--- src/rtl/kv_request_scheduler.sv ---
// Two-requester round-robin scheduler that serializes operations into the cuckoo-hash KV store.
// Optional watchdog on the store handshake is enabled with KV_SCHED_TIMEOUT_EN.
module kv_request_scheduler #(
  parameter int TIMEOUT_CYCLES = 64,
  parameter int KEY_WIDTH      = 32,
  parameter int VAL_WIDTH      = 32
) (
  input  logic                 clock,
  input  logic                 reset,
  input  logic                 req0_valid,
  output logic                 req0_ready,
  input  logic [1:0]           req0_op,
  input  logic [KEY_WIDTH-1:0] req0_key,
  input  logic [VAL_WIDTH-1:0] req0_value,
  input  logic                 req0_kind,
  input  logic                 req1_valid,
  output logic                 req1_ready,
  input  logic [1:0]           req1_op,
  input  logic [KEY_WIDTH-1:0] req1_key,
  input  logic [VAL_WIDTH-1:0] req1_value,
  input  logic                 req1_kind,
  output logic                 resp0_valid,
  output logic                 resp1_valid,
  output logic [VAL_WIDTH-1:0] resp_value,
  output logic [VAL_WIDTH-1:0] resp_addr,
  output logic [1:0]           resp_error,
  output logic                 st_valid,
  output logic [1:0]           st_op,
  output logic [KEY_WIDTH-1:0] st_key,
  output logic [VAL_WIDTH-1:0] st_value,
  output logic                 st_kind,
  input  logic                 st_done,
  input  logic [VAL_WIDTH-1:0] st_value_in,
  input  logic [VAL_WIDTH-1:0] st_addr_in,
  input  logic                 st_miss,
  output logic [15:0]          op_count
);

  typedef enum logic [1:0] {IDLE = 2'd0, ISSUE = 2'd1, WAIT = 2'd2, RESP = 2'd3} state_t;

  state_t               state_reg, state_next;
  logic                 last_grant_reg;
  logic                 idx_reg;
  logic [1:0]           op_reg;
  logic [KEY_WIDTH-1:0] key_reg;
  logic [VAL_WIDTH-1:0] value_reg;
  logic                 kind_reg;
  logic [VAL_WIDTH-1:0] resp_value_reg;
  logic [VAL_WIDTH-1:0] resp_addr_reg;
  logic [1:0]           resp_error_reg;
  logic [15:0]          op_count_reg;

  logic [1:0]           req_valid;
  logic [1:0]           req_ready_vec;
  logic [1:0]           resp_valid_vec;
  logic                 grant_idx;
  logic                 accept;
  logic                 reject_in;
  logic                 done_hit;
  logic                 timeout_hit;
  logic [1:0]           in_op;
  logic [KEY_WIDTH-1:0] in_key;
  logic [VAL_WIDTH-1:0] in_value;
  logic                 in_kind;

  assign req_valid = {req1_valid, req0_valid};

  // On a tie the requester that did not win last time takes the grant.
  always_comb begin
    grant_idx = 1'b0;
    if (req_valid == 2'b11)
      grant_idx = ~last_grant_reg;
    else if (req_valid[1])
      grant_idx = 1'b1;
  end

  assign in_op     = grant_idx ? req1_op    : req0_op;
  assign in_key    = grant_idx ? req1_key   : req0_key;
  assign in_value  = grant_idx ? req1_value : req0_value;
  assign in_kind   = grant_idx ? req1_kind  : req0_kind;
  assign accept    = (state_reg == IDLE) && req_valid[grant_idx];
  // Key 0 marks an empty slot in the store, so it can never be inserted.
  assign reject_in = (in_op == 2'd3) || ((in_op == 2'd1) && (in_key == '0));
  assign done_hit  = (state_reg == WAIT) && st_done;

`ifdef KV_SCHED_TIMEOUT_EN
  logic [15:0] wait_cnt_reg;

  always_ff @(posedge clock) begin
    if (reset || state_reg != WAIT)
      wait_cnt_reg <= '0;
    else
      wait_cnt_reg <= wait_cnt_reg + 16'd1;
  end

  // A store completion in the expiry cycle takes precedence.
  assign timeout_hit = (state_reg == WAIT) && !st_done &&
                       (wait_cnt_reg == 16'(TIMEOUT_CYCLES - 1));
`else
  // Watchdog compiled out: WAIT is left only on st_done.
  assign timeout_hit = (TIMEOUT_CYCLES == 0) && 1'b0;
`endif

  always_ff @(posedge clock) begin
    if (reset)
      state_reg <= IDLE;
    else
      state_reg <= state_next;
  end

  always_comb begin
    state_next = state_reg;
    case (state_reg)
      IDLE:    if (accept) state_next = reject_in ? RESP : ISSUE;
      ISSUE:   state_next = WAIT;
      WAIT:    if (done_hit || timeout_hit) state_next = RESP;
      RESP:    state_next = IDLE;
      default: state_next = IDLE;
    endcase
  end

  always_comb begin
    req_ready_vec  = '0;
    resp_valid_vec = '0;
    st_valid       = 1'b0;
    case (state_reg)
      IDLE:    req_ready_vec[grant_idx] = req_valid[grant_idx];
      ISSUE:   st_valid = 1'b1;
      RESP:    resp_valid_vec[idx_reg] = 1'b1;
      default: ;
    endcase
  end

  always_ff @(posedge clock) begin
    if (reset) begin
      last_grant_reg <= 1'b1;
      idx_reg        <= 1'b0;
      op_reg         <= '0;
      key_reg        <= '0;
      value_reg      <= '0;
      kind_reg       <= 1'b0;
      resp_value_reg <= '0;
      resp_addr_reg  <= '0;
      resp_error_reg <= '0;
      op_count_reg   <= '0;
    end else begin
      if (accept) begin
        last_grant_reg <= grant_idx;
        idx_reg        <= grant_idx;
        op_reg         <= in_op;
        key_reg        <= in_key;
        value_reg      <= in_value;
        kind_reg       <= in_kind;
        if (reject_in) begin
          resp_value_reg <= '0;
          resp_addr_reg  <= '0;
          resp_error_reg <= 2'd1;
        end
      end
      if (done_hit) begin
        resp_value_reg <= st_value_in;
        resp_addr_reg  <= st_addr_in;
        resp_error_reg <= st_miss ? 2'd2 : 2'd0;
      end else if (timeout_hit) begin
        resp_value_reg <= '0;
        resp_addr_reg  <= '0;
        resp_error_reg <= 2'd3;
      end
      if (state_reg == RESP)
        op_count_reg <= op_count_reg + 16'd1;
    end
  end

  assign req0_ready  = req_ready_vec[0];
  assign req1_ready  = req_ready_vec[1];
  assign resp0_valid = resp_valid_vec[0];
  assign resp1_valid = resp_valid_vec[1];
  assign resp_value  = resp_value_reg;
  assign resp_addr   = resp_addr_reg;
  assign resp_error  = resp_error_reg;
  assign st_op       = op_reg;
  assign st_key      = key_reg;
  assign st_value    = value_reg;
  assign st_kind     = kind_reg;
  assign op_count    = op_count_reg;

endmodule

--- config.mk ---
export PLATFORM = sky130hd
export DESIGN_NAME = kv_request_scheduler
export DESIGN_NICKNAME = d
export VERILOG_FILES = /design/src/rtl/kv_request_scheduler.sv
export SDC_FILE = /design/constraint.sdc
export NUM_CORES = 1
export LEC_CHECK = 0
export BUFFER_PORTS_ARGS = -buffer_cell sky130_fd_sc_hd__buf_2
export CAP_MARGIN = 5
export CORE_AREA = 2 2 137 139
export DETAILED_ROUTE_END_ITERATION = 8
export DIE_AREA = 0 0 139 141
export MAX_ROUTING_LAYER = met4
export SYNTH_ARGS = -nofsm -noshare
export SYNTH_HDL_FRONTEND = slang
export SYNTH_SLANG_ARGS = --single-unit
--- constraint.sdc ---
create_clock -name clock -period 4.3 [get_ports clock]
set_input_delay 0.645 -clock clock [delete_from_list [all_inputs] [get_ports clock]]
set_output_delay 0.645 -clock clock [all_outputs]
set_load 0.05 [all_outputs]
==> results of run 1 <==
[synthesized netlist by cell type (all sizes together), types with 7 or more instances]
cell type | n | area, sq um
nand4 | 10 | 62.6
nor2 | 87 | 327
a222oi | 15 | 150
a21oi | 8 | 40.0
o21ai | 7 | 35.0
dfxtp | 153 | 3060
clkbuf | 24 | 90.1
a22o | 65 | 569
mux2i | 52 | 521
a211oi | 51 | 383
buf | 24 | 150
nand2 | 7 | 26.3
nor4 | 18 | 113
[worst max path at each step]
stage	to	slack (ns)	cells past startpoint
after floorplan	req1_ready	2.05	5
after global placement	req0_ready	1.11	4
final	req0_ready	0.79	5
after CTS	req0_ready	0.80	5
after detailed placement	req0_ready	1.12	4
after global routing	req0_ready	0.55	5
[stage by stage]
step / instance area (sq um) / util (%) / cells
2_1_floorplan: 5900 / - / 569
3_3_place_gp: 7830 / 42.9 / 1119
3_5_place_dp: 7830 / 42.9 / 1119
4_1_cts: 8440 / 46.2 / 1151
5_1_grt: 8440 / 46.2 / 1152
6_report: 8440 / 46.2 / 1152
[metal layers]
metal / vias to the layer above / track usage, %
li1: 2816 / -
met1: 2565 / 22.8
met2: 259 / 30.3
met3: 36 / 3.97
met4: 0 / 8.13
met5: - / -
[cell type report]
type,count,area [sq um],share of cell area [%]
diodes,1,2.50,0.0297
inverters,2,7.51,0.0890
clock inverters,15,179,2.12
repair buffers,364,1840,21.8
flip-flops and latches,153,3060,36.3
multi-input cells,366,2630,31.2
well taps,234,293,3.47
clock buffers,17,425,5.04
[worst max-delay path, delay by kind of cell, from the launching register on]
kind / cells / cell delay (ns)
AOI/OAI and AO/OA: 1 / 0.45
buffers and inverters: 2 / 0.50
and+or+nand+nor: 1 / 0.87
adders and majority gates: 1 / 0.29
DFF: 1 / 0.34
[power groups by stage]
stage / Clock, W / Sequential [W] / Combinational [W]
3_3_place_gp: 0 / 0.00195 / 0.00256
4_1_cts: 0.00158 / 0.00192 / 0.00258
5_1_grt: 0.00163 / 0.00196 / 0.00272
3_5_place_dp: 0 / 0.00195 / 0.00258
2_1_floorplan: 0 / 0.00303 / 0.000876
6_report: 0.00154 / 0.00192 / 0.00256
[cells by family (layout without fill, tap and decap cells)]
logic type,Yosys count,after routing,synth area share [%]
flip-flops,153,153,51.9
other,0,1,0
XOR/XNOR,10,10,1.48
AO/OA/AOI/OAI,153,153,21.0
buffers and inverters,50,398,4.20
AND/OR/NAND/NOR,145,145,11.4
multiplexers,53,53,9.01
adder cells (fa/ha/maj),5,5,1.06
==> impl_metrics.toml, run 1 <==
[routing]
wl_per_cell_um = 16.2
dr.first_iter.drc_count = 288
dr_wl_met2_mm = 8.87
highest_layer = "met4"
drt-pass1-iter-count = 5
viasPerCell = 4.93
met1_length_mm = 8.06
routed-via-count = 5676
wl_met3_mm = 1.24
totalWireLength_mm = 18.7
route.detailed.drc = 0
ant_nets = 0

[yosys]
synth_ff_type = "dfxtp_1"
synth_edf_count = 0
ys.warnings.count = 0
ys_ff_latch = 153
syn-mean-instance-area_sq_um = 10.4
netlist_instances = 569
synth_fp_nets = 778
ys_async_sr_fraction_pct = 0
synthDistinctLibCells = 37
ys_seq_area_share_pct = 51.9
synth_area_sq_um = 5900

[grt]
antenna_found_initial = 1
grt_max_degree = 88
grt_util_all_layers_pct = 18.8
grt_pass1_vias = 5452
grt_pass1_wl_mm = 28.6
grt_overflow_total = 0

[timing]
fmax_mhz = 285
hold_viol_final = 0
drv_slew = 0
fin_worst_skew_ns = 0.00795
fin_crit_sh_pct = 81.6
setup_tns_ns = 0
period_needed_ns = 3.51
fin_hold_ws_ns = 0.437
relSlewSlack_pct = 19.7
setup_viol = 0
setup_ws_ns = 0.791
rsz0062_at_grt = "false"
tightest_slew_ns = 1.20

[setup_path]
critical_path_class = "flip-flop to output pin"
critical_path_arrival_ns = 2.86
crit_required_ns = 3.65
cp-end-kind = "output pin"
slowest_stage = "nor2_1"
r2r-end = "st_value[11]"
crit_fanout = 19
crit_chain = "inv_1 > ha_1 > o21ai_1 > nor2_1 > buf_2"
worst-r2r-cell-count = 6
ff2ff_setup_slack_ns = 1.74
timing.rr.start = "state_reg[0]"
critPathMaxStageDelay_ns = 0.87
start_kind = "flip-flop"
startpoint = "state_reg[0]"

[layout]
syn_to_final_growth_pct = 43.0
final_cell_mix = "buf_2, dfxtp_1, nor2_1, a22o_1, mux2i_1"
final_common_cell = "buf_2"
nNetsFinal = 1113
fillers = 1800
drive_above_1_share_pct = 43.9

[clock_network]
cts_hold_buf = 0
post_cts_buffers = 0
cts.path.max_buffers = 2
cts_resized = 0
clkTransAtPathRegs_ns = 0.07
cts_tree = "done"
cts_buffers = 17
htree_num_levels = 4
cts_root_buf = "clkbuf_16"
clk_latency_ns = 0.42
cts_sinks = 153

[power]
switching_power_w = 0.00274
powerDensity_nw_per_um2 = 713
pwr-share-comb_pct = 42.5
switching_share_pct = 45.4
peakVddDrop_v = 0.000317
clkPwrFrac_pct = 25.6
p_seq_share_pct = 32.0
p_leak_nw = 4.05
intPower_w = 0.00329
power.total_w = 0.00602

[flow_run]
drv_cap = 0

[run_status]
status = "completed"

[worst_hold_path]
hp-class = "primary input to flip-flop"
min_to = "resp_value[28]"
hold_path_startpoint = "st_value_in[28]"
hold-path-cell-count = 2

[placement]
gp_congestion = 0.912
place_ws_ns = 1.12
io_buffers = 357
hpwl_mm = 13.9

[floorplan]
fp.dieH_um = 141
rows = 50
core-area_sq_um = 18300
io_pins = 358
dieArea_sq_um = 19600
die_x_um = 139
initial_core_util_pct = 32.3
No activity file was read; power rests on OpenSTA's default activity.
==> run 2: changes to the inputs <==
--- a/config.mk
+++ b/config.mk
@@ -7,9 +7,9 @@
 export LEC_CHECK = 0
 export BUFFER_PORTS_ARGS = -buffer_cell sky130_fd_sc_hd__buf_2
 export CAP_MARGIN = 5
-export CORE_AREA = 2 2 137 139
+export CORE_AREA = 2 2 139 141
 export DETAILED_ROUTE_END_ITERATION = 8
-export DIE_AREA = 0 0 139 141
+export DIE_AREA = 0 0 141 143
 export MAX_ROUTING_LAYER = met4
 export SYNTH_ARGS = -nofsm -noshare
 export SYNTH_HDL_FRONTEND = slang
==> constraint.sdc (replaced) <==
create_clock -name clock -period 3.3 [get_ports clock]
set_input_delay 0.495 -clock clock [delete_from_list [all_inputs] [get_ports clock]]
set_output_delay 0.495 -clock clock [all_outputs]
set_load 0.05 [all_outputs]
==> run 2 against run 1 <==
  * Sequential power up 30%
  * Critical path depth up 1
  * Via count is 0.19% higher
  * Clock skew barely moved
==> impl_metrics.toml, run 2 (synthesis results as in run 1) <==
[run_status]
status = "completed"

[power]
power.total_w = 0.00782
p_leak_nw = 4.06
powerDensity_nw_per_um2 = 924
peakVddDrop_v = 0.000514

[clock_network]
cts_hold_buf = 0
cts_root_buf = "clkbuf_16"
post_cts_buffers = 0
clk_latency_ns = 0.41
cts.path.max_buffers = 2
cts_resized = 0
htree_num_levels = 4
clkTransAtPathRegs_ns = 0.07
cts_tree = "done"
cts_sinks = 153
cts_buffers = 17

[timing]
tightest_slew_ns = 0.820
drv_slew = 0
fin_worst_skew_ns = 0.00807
fmax_mhz = 402
fin_hold_ws_ns = 0.290
rsz0062_at_grt = "false"
hold_viol_final = 0
relSlewSlack_pct = 45.3
fin_crit_sh_pct = 75.5
period_needed_ns = 2.49
setup_tns_ns = 0
setup_viol = 0

[floorplan]
initial_core_util_pct = 31.8
io_pins = 358
dieArea_sq_um = 20200
fp.dieH_um = 143
die_x_um = 141
rows = 50
core-area_sq_um = 18600

[routing]
routed-via-count = 5687
viasPerCell = 4.93
wl_per_cell_um = 15.8
dr.first_iter.drc_count = 264
ant_nets = 0
drt-pass1-iter-count = 4
totalWireLength_mm = 18.2
route.detailed.drc = 0

[placement]
io_buffers = 357
dpl_cell_area_sq_um = 7870
gp_congestion = 0.911
hpwl_mm = 13.7

[layout]
nNetsFinal = 1115
fillers = 1808
final_cell_mix = "buf_2, dfxtp_1, nor2_1, a22o_1, mux2i_1"
syn_to_final_growth_pct = 43.3
final_area_sq_um = 8460
final_common_cell = "buf_2"
drive_above_1_share_pct = 44.1

[grt]
grt_util_all_layers_pct = 18.1
grt_use_met1_pct = 21.8
use_met2_pct = 28.9
grt-busiest-layer = "met2"
grt_pass1_vias = 5342
antenna_found_initial = 1
grtUsageMet3_pct = 4.80
grt_overflow_total = 0
grt_max_degree = 78
grt_pass1_wl_mm = 28.2

[worst_hold_path]
hp-class = "primary input to flip-flop"

[setup_path]
start_kind = "flip-flop"
critical_path_arrival_ns = 2.00
cp-end-kind = "output pin"
critical_path_class = "flip-flop to output pin"
crit_fanout = 19
crit_required_ns = 2.80

[flow_run]
drv_cap = 0
-- run 2: cell types whose count changed in the layout (fill, tap and decap cells not counted) --
cell,change
clkinv_8,-1
bufinv_16,-1
buf_12,+2
inv_6,-2
inv_8,+1
clkinvlp_4,+1
clkbuf_8,+2
-- run 2: area by class of cell --
| class | count | area [sq um] | area share (%) |
|---|---|---|---|
| timing repair buffer | 366 | 1880 | 22.2 |
| tap | 234 | 293 | 3.46 |
| inverter | 2 | 7.51 | 0.0887 |
| clock buffer | 19 | 453 | 5.35 |
| antenna | 1 | 2.50 | 0.0296 |
| multi-input combinational | 366 | 2630 | 31.1 |
| sequential | 153 | 3060 | 36.2 |
| clock inverter | 13 | 134 | 1.58 |
-- run 2: power by group --
part,total [W],switching [W],internal (W)
Combinational,0.00338,0.00249,0.000894
Clock,0.00193,0.000830,0.00110
Sequential,0.00250,0.000222,0.00228
Total,0.00782,0.00354,0.00428
-- run 2: critical path: stages (launching register included) --
cell and delay, ns:
dfxtp_1 0.33, inv_1 0.08, ha_1 0.32, o21ai_1 0.11, buf_4 0.22, nor2_1 0.20
buf_2 0.31
-- run 2: final timing paths --
path | cells after the start | startpoint | to | slack [ns]
max | 6 | state_reg[0] | req0_ready | 0.81
max reg2reg | 6 | last_grant_reg | resp_addr[20] | 1.16
min reg2reg | 1 | resp_value[30] | resp_value[30] | 0.47
min | 2 | st_value_in[31] | resp_value[31] | 0.29
-- run 2: metal layers --
metal,vias up,wire length (um),part of all wire [%]
li1,2830,-,-
met1,2569,8020,44
met2,261,8430,46
met3,27,1380,7.6
met4,0,368,2.0
met5,-,0,0
-- run 2: per-stage QoR --
stage          utilization, %  setup slack (ns)  std cells
2_1_floorplan               -              1.21        569
3_3_place_gp             42.4             0.895       1121
3_5_place_dp             42.4             0.860       1121
4_1_cts                  45.5             0.746       1153
5_1_grt                  45.5             0.633       1154
6_report                 45.5             0.809       1154
==> run 3: changes to the inputs <==
--- a/config.mk
+++ b/config.mk
@@ -7,9 +7,9 @@
 export LEC_CHECK = 0
 export BUFFER_PORTS_ARGS = -buffer_cell sky130_fd_sc_hd__buf_2
 export CAP_MARGIN = 5
-export CORE_AREA = 2 2 139 141
+export CORE_AREA = 2 2 138 140
 export DETAILED_ROUTE_END_ITERATION = 8
-export DIE_AREA = 0 0 141 143
+export DIE_AREA = 0 0 140 142
 export MAX_ROUTING_LAYER = met4
 export SYNTH_ARGS = -nofsm -noshare
 export SYNTH_HDL_FRONTEND = slang
==> constraint.sdc (replaced) <==
create_clock -name clock -period 2.24 [get_ports clock]
set_input_delay 0.336 -clock clock [delete_from_list [all_inputs] [get_ports clock]]
set_output_delay 0.336 -clock clock [all_outputs]
set_load 0.05 [all_outputs]
==> run 3 against run 2 <==
  * The run now ends with design-rule violations left
  * Sequential share of layout area down 0.31 points
  * Worst hold slack lost 0.16 ns
  * Critical path depth is 1 higher
  * Setup slack got worse by 0.66 ns
  * Via count is 0.47% higher
  * Non-clock buffer count increased by 6
  * Die area fell by 1.4%
  * Critical path type unchanged
  * Largest cell class unchanged
  * Largest power group unchanged
==> impl_metrics.toml, run 3 (synthesis results as in run 1) <==
[timing]
tightest_slew_ns = 0.694
hold_viol_final = 0
relSlewSlack_pct = 53.7
fin_crit_sh_pct = 93.2
fin_worst_skew_ns = 0.0126
setup_viol = 0
setup_tns_ns = 0
drv_slew = 0
period_needed_ns = 2.09
fmax_mhz = 479
rsz0062_at_grt = "false"

[layout]
nNetsFinal = 1121
final_common_cell = "buf_2"
final_core_util_pct = 46.3
final_cell_count_no_fill = 1159
multiInputGateArea_sq_um = 2630
fillers = 1796
regArea_sq_um = 3060
syn_to_final_growth_pct = 44.6
final_area_sq_um = 8540
antennaDiodeCount = 0
final_cell_mix = "buf_2, dfxtp_1, nor2_1, a22o_1, mux2i_1"
drive_above_1_share_pct = 44.5

[routing]
viasPerCell = 4.93
ant_nets = 0
routed-via-count = 5714
dr.first_iter.drc_count = 326
wl_per_cell_um = 16.2
totalWireLength_mm = 18.8
route.detailed.drc = 25
drt-pass1-iter-count = 9

[placement]
io_buffers = 357
dpl_cell_area_sq_um = 7920
dpl.cell_count = 1127
gp_congestion = 0.858
hpwl_mm = 14.0

[floorplan]
die_x_um = 140
rows = 50
initial_core_util_pct = 32.0
core-area_sq_um = 18500
fp.dieH_um = 142
io_pins = 358
dieArea_sq_um = 19900

[clock_network]
cts_sinks = 153
clkTransAtPathRegs_ns = 0.07
clk_latency_ns = 0.42
cts.path.max_buffers = 2
htree_num_levels = 4
cts_tree = "done"
cts_hold_buf = 0
cts_buffers = 17
cts_root_buf = "clkbuf_16"

[power]
power.total_w = 0.0117
p_leak_nw = 4.10
powerDensity_nw_per_um2 = 1370
peakVddDrop_v = 0.000580

[run_status]
status = "finished with violations"
violations = "design-rule violations"

[worst_hold_path]
hold_path_startpoint = "st_addr_in[20]"
hp-class = "primary input to flip-flop"
hold-path-cell-count = 2
min_to = "resp_addr[20]"

[setup_path]
timing.rr.start = "last_grant_reg"
cp-end-kind = "output pin"
crit_top_cell = "buf_6"
ff2ff_setup_slack_ns = 0.35
critPathMaxStageDelay_ns = 0.39
crit_chain = "inv_1 > ha_1 > buf_4 > o21ai_1 > nor2_1 > buf_6 > buf_6"
critical_path_class = "flip-flop to output pin"
worst-r2r-cell-count = 6
crit_fanout = 16
start_kind = "flip-flop"
startpoint = "state_reg[0]"
r2r-end = "resp_value[30]"
crit_required_ns = 1.90
slowest_stage = "dfxtp_1"
critical_path_arrival_ns = 1.75

[grt]
grt_overflow_total = 0
grt_util_all_layers_pct = 18.9
grt_pass1_vias = 5477
grt_max_degree = 67
antenna_found_initial = 0
grt_pass1_wl_mm = 28.8

[flow_run]
drv_cap = 0
==> run 3: cell count changes in the layout (fill, tap and decap cells not counted), sizes merged <==
cell	previous run	this run
buf	366	372
bufinv	1	2
clkbuf	19	17
clkinv	3	5
clkinvlp	2	1
diode	1	0
==> run 3: worst max path at each step <==
stage                         end  slack (ns)  cells after the start
global route           req0_ready       0.006                      7
floorplan            st_value[10]        0.30                      8
global placement    resp_addr[21]        0.13                      7
finish                 req0_ready        0.15                      7
detailed placement   resp_addr[3]        0.09                      7
CTS                    req0_ready       0.001                      7
==> run 3: area by class of cell <==
type / instances / area share [%]
sequential: 153 / 35.9
clock inverter: 15 / 2.13
timing repair buffer: 372 / 22.7
clock buffer: 17 / 4.98
tap: 234 / 3.43
multi-input combinational: 366 / 30.8
inverter: 2 / 0.0880
==> run 3: layer usage <==
layer  vias up  track usage, %  wire length [um]
met3        32            4.58              1420
met5         -               -                 0
li1       2846               -                 -
met4         0            7.50               466
met1      2574            22.9              7920
met2       262            30.6              8960
==> run 3: metrics by stage <==
stage	hold slack [ns]	setup slack [ns]
3_5_place_dp	0.451	0.0857
4_1_cts	0.108	0.00146
2_1_floorplan	0.469	0.296
6_report	0.129	0.152
5_1_grt	0.105	0.00568
3_3_place_gp	0.450	0.133
==> run 3: where the power goes <==
part | internal (W) | total, W | leakage, nW | switching, W
clock network | 0.00169 | 0.00294 | 0.296 | 0.00125
logic | 0.00135 | 0.00505 | 2.55 | 0.00370
registers | 0.00336 | 0.00369 | 1.25 | 0.000329
total | 0.00639 | 0.0117 | 4.10 | 0.00528
==> run 3: worst max-delay path, delay by kind of cell (launching register included) <==
kind	cells	cell delay [ns]
buffers and inverters	4	0.56
adders and majority gates	1	0.21
DFF	1	0.39
and+or+nand+nor	1	0.07
AOI/OAI and AO/OA	1	0.10
==> run 3: timing repair <==
item,CTS,global route
hold endpoints to repair,0,0
resized for setup,1,4
setup buffers,0,0
endpoints found under the setup margin,1,1
